[config.mk]
export PLATFORM = sky130hd
export DESIGN_NAME = uart_tx_core
export DESIGN_NICKNAME = d
export VERILOG_FILES = /design/src/rtl/uart_tx_core.sv
export SDC_FILE = /design/constraint.sdc
export NUM_CORES = 1
export LEC_CHECK = 0
export ABC_AREA = 1
export CORE_MARGIN = 1.5
export CORE_UTILIZATION = 58
export CTS_CLUSTER_SIZE = 10
export DETAILED_ROUTE_END_ITERATION = 16
export HOLD_SLACK_MARGIN = 0.06
export MAX_ROUTING_LAYER = met4
export PLACE_DENSITY = 0.87
export SLEW_MARGIN = 20
export SYNTH_ARGS = -nofsm -noshare
export SYNTH_HDL_FRONTEND = slang
export SYNTH_SLANG_ARGS = --single-unit
[constraint.sdc]
create_clock -name clk_i -period 4.1 [get_ports clk_i]
set_input_delay 0.82 -clock clk_i [delete_from_list [all_inputs] [get_ports clk_i]]
set_output_delay 0.82 -clock clk_i [all_outputs]
set_load 0.01 [all_outputs]
[src/rtl/uart_tx_core.sv]
// Transmit-only UART serializer: start bit, DW data bits LSB first, stop bit.
// The tx and tx_busy outputs are registered from next-state values, so they change on the accepting edge.
module uart_tx_core #(
    parameter int CLK_FREQ  = 100_000_000,
    parameter int BAUD_RATE = 115200,
    parameter int DW        = 8
) (
    input  logic          clk_i,
    input  logic          rst_i,
    input  logic          tx_start,
    input  logic [DW-1:0] tx_data,
    output logic          tx_busy,
    output logic          tx
);
    localparam int BAUD_PERIOD = CLK_FREQ / BAUD_RATE;
    localparam int CNT_W = (BAUD_PERIOD > 1) ? $clog2(BAUD_PERIOD) : 1;
    localparam int IDX_W = (DW > 1) ? $clog2(DW) : 1;
    localparam logic [CNT_W-1:0] CNT_LAST = CNT_W'(BAUD_PERIOD - 1);
    localparam logic [IDX_W-1:0] IDX_LAST = IDX_W'(DW - 1);

    typedef enum logic [1:0] {IDLE, START, DATA, STOP} state_t;

    state_t           state_reg, state_next;
    logic [CNT_W-1:0] cnt_reg, cnt_next;
    logic [IDX_W-1:0] idx_reg, idx_next;
    logic [DW-1:0]    shift_reg, shift_next;
    logic             tx_reg, tx_next;
    logic             busy_reg, busy_next;
    logic             baud_done;

    assign baud_done = (cnt_reg == CNT_LAST);

    always_ff @(posedge clk_i) begin
        if (rst_i) begin
            state_reg <= IDLE;
            cnt_reg   <= '0;
            idx_reg   <= '0;
            shift_reg <= '0;
            tx_reg    <= 1'b1;
            busy_reg  <= 1'b0;
        end else begin
            state_reg <= state_next;
            cnt_reg   <= cnt_next;
            idx_reg   <= idx_next;
            shift_reg <= shift_next;
            tx_reg    <= tx_next;
            busy_reg  <= busy_next;
        end
    end

    always_comb begin
        state_next = state_reg;
        cnt_next   = baud_done ? '0 : cnt_reg + CNT_W'(1);
        idx_next   = idx_reg;
        shift_next = shift_reg;
        case (state_reg)
            IDLE: begin
                cnt_next = '0;
                if (tx_start) begin
                    shift_next = tx_data;
                    state_next = START;
                end
            end
            START: begin
                if (baud_done) begin
                    state_next = DATA;
                    idx_next   = '0;
                end
            end
            DATA: begin
                if (baud_done) begin
                    // The holding register shifts so the current bit is always at position 0.
                    shift_next = shift_reg >> 1;
                    if (idx_reg == IDX_LAST) begin
                        state_next = STOP;
                    end else begin
                        idx_next = idx_reg + IDX_W'(1);
                    end
                end
            end
            STOP: begin
                if (baud_done) begin
                    state_next = IDLE;
                end
            end
            default: state_next = IDLE;
        endcase
    end

    always_comb begin
        tx_next   = 1'b1;
        busy_next = (state_next != IDLE);
        case (state_next)
            START:   tx_next = 1'b0;
            DATA:    tx_next = shift_next[0];
            default: tx_next = 1'b1;
        endcase
    end

    assign tx      = tx_reg;
    assign tx_busy = busy_reg;
endmodule

==> results.ini, run 1 <==
[run_status]
status=finished clean

[sta]
setup_tns_ns=0
drv_slew=0
post-route-min-period_ns=2.05
slew_headroom=0.609
finalClockSkew_ns=0.00107
worstMarginPinSlew_ns=0.584
setup_viol=0
hold_violations=0
rsz0062_at_grt=false
timing.fmax_mhz=487
fin_crit_sh=0.501

[power_and_ir_drop]
p_leak_nw=0.616
finalPower_uw=410
vdd_drop_max_mv=0.193
power_density_mw_per_mm2=294

[worst_setup_path]
crit_chain=clkdlybuf4s50_1
r2r-end=shift_reg[2]$_SDFFE_PP0P_
worstSetupStartpointType=flop
critPathMaxStageDelay_ns=0.56
crit_path_top_delay_cell=clkdlybuf4s50_1
worst_ep_arrival_time_ns=1.23
critPathRequiredTime_ns=3.28
end_kind=output port
r2r_slack_ns=2.62
crit_type=reg -> out
cp.depth=1
crit_family=buffers and inverters
worstPathMaxFanout=1
reg2reg_depth=7
rr_startpoint=cnt_reg[0]$_SDFF_PP0_
crit_buf_inv=1

[die]
ios=13
dieArea_mm2=0.00238
initial_utilization=0.621
core_mm2=0.00196
row_count=16
die_x_um=48.8
chipHeight_um=48.8

[clock_network]
root_buffer=clkbuf_4
cts_setup_buffers=0
clkLatencyLatePin_ns=0.31
cts.sinks=25
htree_num_levels=1
cts_resized=0
cts_tree=built
hold_buffers=0
cts_buffers=3
cts.path.max_buffers=2
path_clk_slew_ns=0.13

[global_route]
grt_pass1_vias=941
antenna_found_initial=0
grt_first_pass_wirelength_um=3680
use_met3=0.0307
track_usage=0.204
busiest_layer=met2
grt_max_degree=15
use_met2=0.379
overflow=0
use_met1=0.210

[detailed_routing]
drc=0
vias=1015
drt-initial-drc-count=8
antenna_left=0
wirelength_um=2270
routedWlPerCell_um=11.4
dr.pass1.iters=4
vias_per_cell=5.08

[synth]
synth_area_mm2=0.00122
synth_cells=158
async_flop_share=0
synth_seq_cells=25
synth-edff-count=0
syn_area_per_cell_um2=7.71
ys.warnings.count=0
synthDistinctLibCells=27
yosysSeqAreaShare=0.411
synth.net_count=172
synth_ff_type=dfxtp_1

[final_layout]
layout-drive-gt1-share=0.156
fin_nets=188
largest_reg_flops=10
area_growth_pct=14.5
fin_area_mm2=0.00139
fillerInstances=166
final_cell_mix=nand2_1 (39), dfxtp_1 (25), nor2_1 (17), a21oi_1 (16), inv_1 (14)
num_antenna_cells=0
mostFrequentLayoutCell=nand2_1

[placed_design]
port_buffers=12
gp_congestion=0.863
place_area_mm2=0.00137
dp_hpwl_um=1760

[hold_path]
worstHoldStart=cnt_reg[0]$_SDFF_PP0_
holdPathEnd=cnt_reg[0]$_SDFF_PP0_
whs_path_depth=1
hp-class=reg -> reg

[run]
drv_cap=0

[where the power goes]
part	switching, mW	total, mW	internal (mW)	leakage [nW]
registers	0.00550	0.257	0.251	0.204
clock network	0.0709	0.109	0.0380	0.0150
logic	0.0225	0.0439	0.0214	0.397
total	0.0989	0.410	0.311	0.616
[how the worst max path moves through the flow]
stage                                       end           from  slack (ns)
final                                        tx  tx$_SDFF_PP1_        2.05
after global routing                         tx  tx$_SDFF_PP1_        2.02
after global placement    cnt_reg[9]$_SDFF_PP0_          rst_i        1.85
after detailed placement  cnt_reg[9]$_SDFF_PP0_          rst_i        1.80
after CTS                                    tx  tx$_SDFF_PP1_        2.04
after floorplan                   tx$_SDFF_PP1_     tx_data[0]        2.67
[synthesized netlist by cell type, types with 2 or more instances]
library cell  count  share of area
a21oi_1          16          0.066
dfxtp_1          25           0.41
ha_1              3          0.031
inv_1            14          0.043
inv_2             5          0.015
nand2_1          39           0.12
nand2_2           5          0.026
nand3_1           8          0.033
nor2_1           17          0.052
nor2_4            5          0.046
nor3b_2           2          0.021
o21ai_0           2         0.0082
o21bai_1          2          0.012
or2_2             2          0.010
[through the flow]
stage	utilization	hold WS, ns	instances	setup slack (ns)
2_1_floorplan	-	0.418	158	2.67
3_3_place_gp	0.697	0.432	196	1.85
3_5_place_dp	0.697	0.445	196	1.80
4_1_cts	0.710	0.465	200	2.04
5_1_grt	0.710	0.495	200	2.02
6_report	0.710	0.463	200	2.05
[final cells by class]
class	count	area [µm²]	area share
inverters	19	71.3	0.0512
clock buffers	4	26.3	0.0189
flip-flops and latches	25	500	0.359
multi-input cells	113	642	0.461
repair buffers	12	120	0.0862
well taps	27	33.8	0.0242
[logic make-up after synthesis]
kind of cell,Yosys count,synth area share
compound gates,23,0.106
fa+ha+maj,3,0.0308
buf+inv,20,0.0617
simple gates,85,0.376
flops,25,0.411
xor+xnor,2,0.0144
[routing by layer]
metal  vias to the layer above  wire [µm]
met2                        18       1190
met5                         -          0
met4                         0         40
li1                        533          -
met3                         5         59
met1                       459        986
Power figures use the tool's default switching activity.
==> run 2: changes to the inputs <==
Settings changed: CORE_UTILIZATION 58 to 49, PLACE_DENSITY 0.87 to 0.78.
Clock period 4.1 ns to 1.8 ns, I/O delays scaled along.
==> results.ini, run 2 (same netlist as run 1, synthesis figures left out) <==
[placed_design]
place_ws_ns=0.292
placedCellCount=198
gp_congestion=0.746
port_buffers=12
place_area_mm2=0.00138
dp_hpwl_um=1680

[final_layout]
num_antenna_cells=0
layout-drive-gt1-share=0.161
area_growth_pct=15.2
multi_input_area_um2=642
fin_util=0.616
instances_no_fill=202
largest_reg_flops=10
final_cell_mix=nand2_1 (39), dfxtp_1 (25), nor2_1 (17), a21oi_1 (16), inv_1 (14)
fin_area_mm2=0.00140
fin_nets=189
regArea_um2=500
mostFrequentLayoutCell=nand2_1
fillerInstances=205

[power_and_ir_drop]
power_density_mw_per_mm2=666
vdd_drop_max_mv=0.413
finalPower_uw=934
p_leak_nw=0.620

[die]
die_x_um=52.8
row_count=17
dieArea_mm2=0.00279
ios=13
chipHeight_um=52.8
initial_utilization=0.535
core_mm2=0.00228

[sta]
hold_violations=0
setup_tns_ns=0
whs_ns=0.454
drv_slew=0
finalClockSkew_ns=0.00984
timing.fmax_mhz=638
setup_slack_ns=0.233
setup_viol=0
slew_headroom=0.806
worstMarginPinSlew_ns=0.290
rsz0062_at_grt=false
post-route-min-period_ns=1.57
fin_crit_sh=0.871

[clock_network]
cts_resized=0
cts.sinks=25
hold_buffers=0
root_buffer=clkbuf_4
cts.path.max_buffers=2
path_clk_slew_ns=0.13
cts_tree=built
cts_buffers=3
clkLatencyLatePin_ns=0.32
cts_setup_buffers=0
htree_num_levels=1

[detailed_routing]
routed.top_layer=met4
wirelength_um=2110
vias=1029
dr.pass1.iters=4
wl_met3_um=94
dr_wl_met2_um=1020
vias_per_cell=5.09
routedWlPerCell_um=10.5
drt-initial-drc-count=20
antenna_left=0
wl_met1_um=957
drc=0

[global_route]
overflow=0
grt_max_degree=14
grt_pass1_vias=925
grt_first_pass_wirelength_um=3700
track_usage=0.187
antenna_found_initial=0

[worst_setup_path]
end_kind=output port
crit_buf_inv=1
critPathRequiredTime_ns=1.44
crit_chain=clkdlybuf4s50_1
crit_family=buffers and inverters
worstSetupStartpointType=flop
worst_ep_arrival_time_ns=1.21
crit_path_top_delay_cell=clkdlybuf4s50_1
worstPathMaxFanout=1
critPathMaxStageDelay_ns=0.54
crit_type=reg -> out

[run_status]
status=finished clean

[hold_path]
hp-class=reg -> reg

[run]
drv_cap=0

-- run 2: changes by cell type in the layout (fill, tap and decap cells not counted), sizes merged --
cell,change
buf,+1
-- run 2: worst paths after layout --
kind / slack (ns) / to / startpoint / depth (start not counted)
setup reg to reg: 0.38 / shift_reg[2]$_SDFFE_PP0P_ / cnt_reg[0]$_SDFF_PP0_ / 7
setup / recovery: 0.23 / tx / tx$_SDFF_PP1_ / 1
hold / removal: 0.45 / cnt_reg[0]$_SDFF_PP0_ / cnt_reg[0]$_SDFF_PP0_ / 1
hold reg to reg: 0.45 / cnt_reg[0]$_SDFF_PP0_ / cnt_reg[0]$_SDFF_PP0_ / 1
-- run 2: area by class of cell --
| type | count | share of cell area |
|---|---|---|
| Multi-Input combinational cell | 113 | 0.458 |
| Inverter | 19 | 0.0508 |
| Sequential cell | 25 | 0.357 |
| Tap cell | 28 | 0.0250 |
| Clock buffer | 4 | 0.0187 |
| Timing Repair Buffer | 13 | 0.0910 |
-- run 2: where the power goes --
group          internal [mW]  switching, mW
combinational         0.0502         0.0514
sequential             0.572         0.0130
clock                 0.0866          0.161
total                  0.709          0.225
-- run 2: per-layer routing --
layer  track usage  up-vias
li1              -      535
met1         0.219      461
met2         0.315       29
met3        0.0257        4
met4        0.0897        0
met5             -        -
-- run 2: worst reg2reg max path, stage by stage (launching register included) --
cell      delay [ns]
dfxtp_1         0.37
ha_1            0.19
nand2_1         0.12
nand3b_4        0.22
nor2_8          0.15
nor2_4          0.07
a21oi_1         0.15
nor2_1          0.06
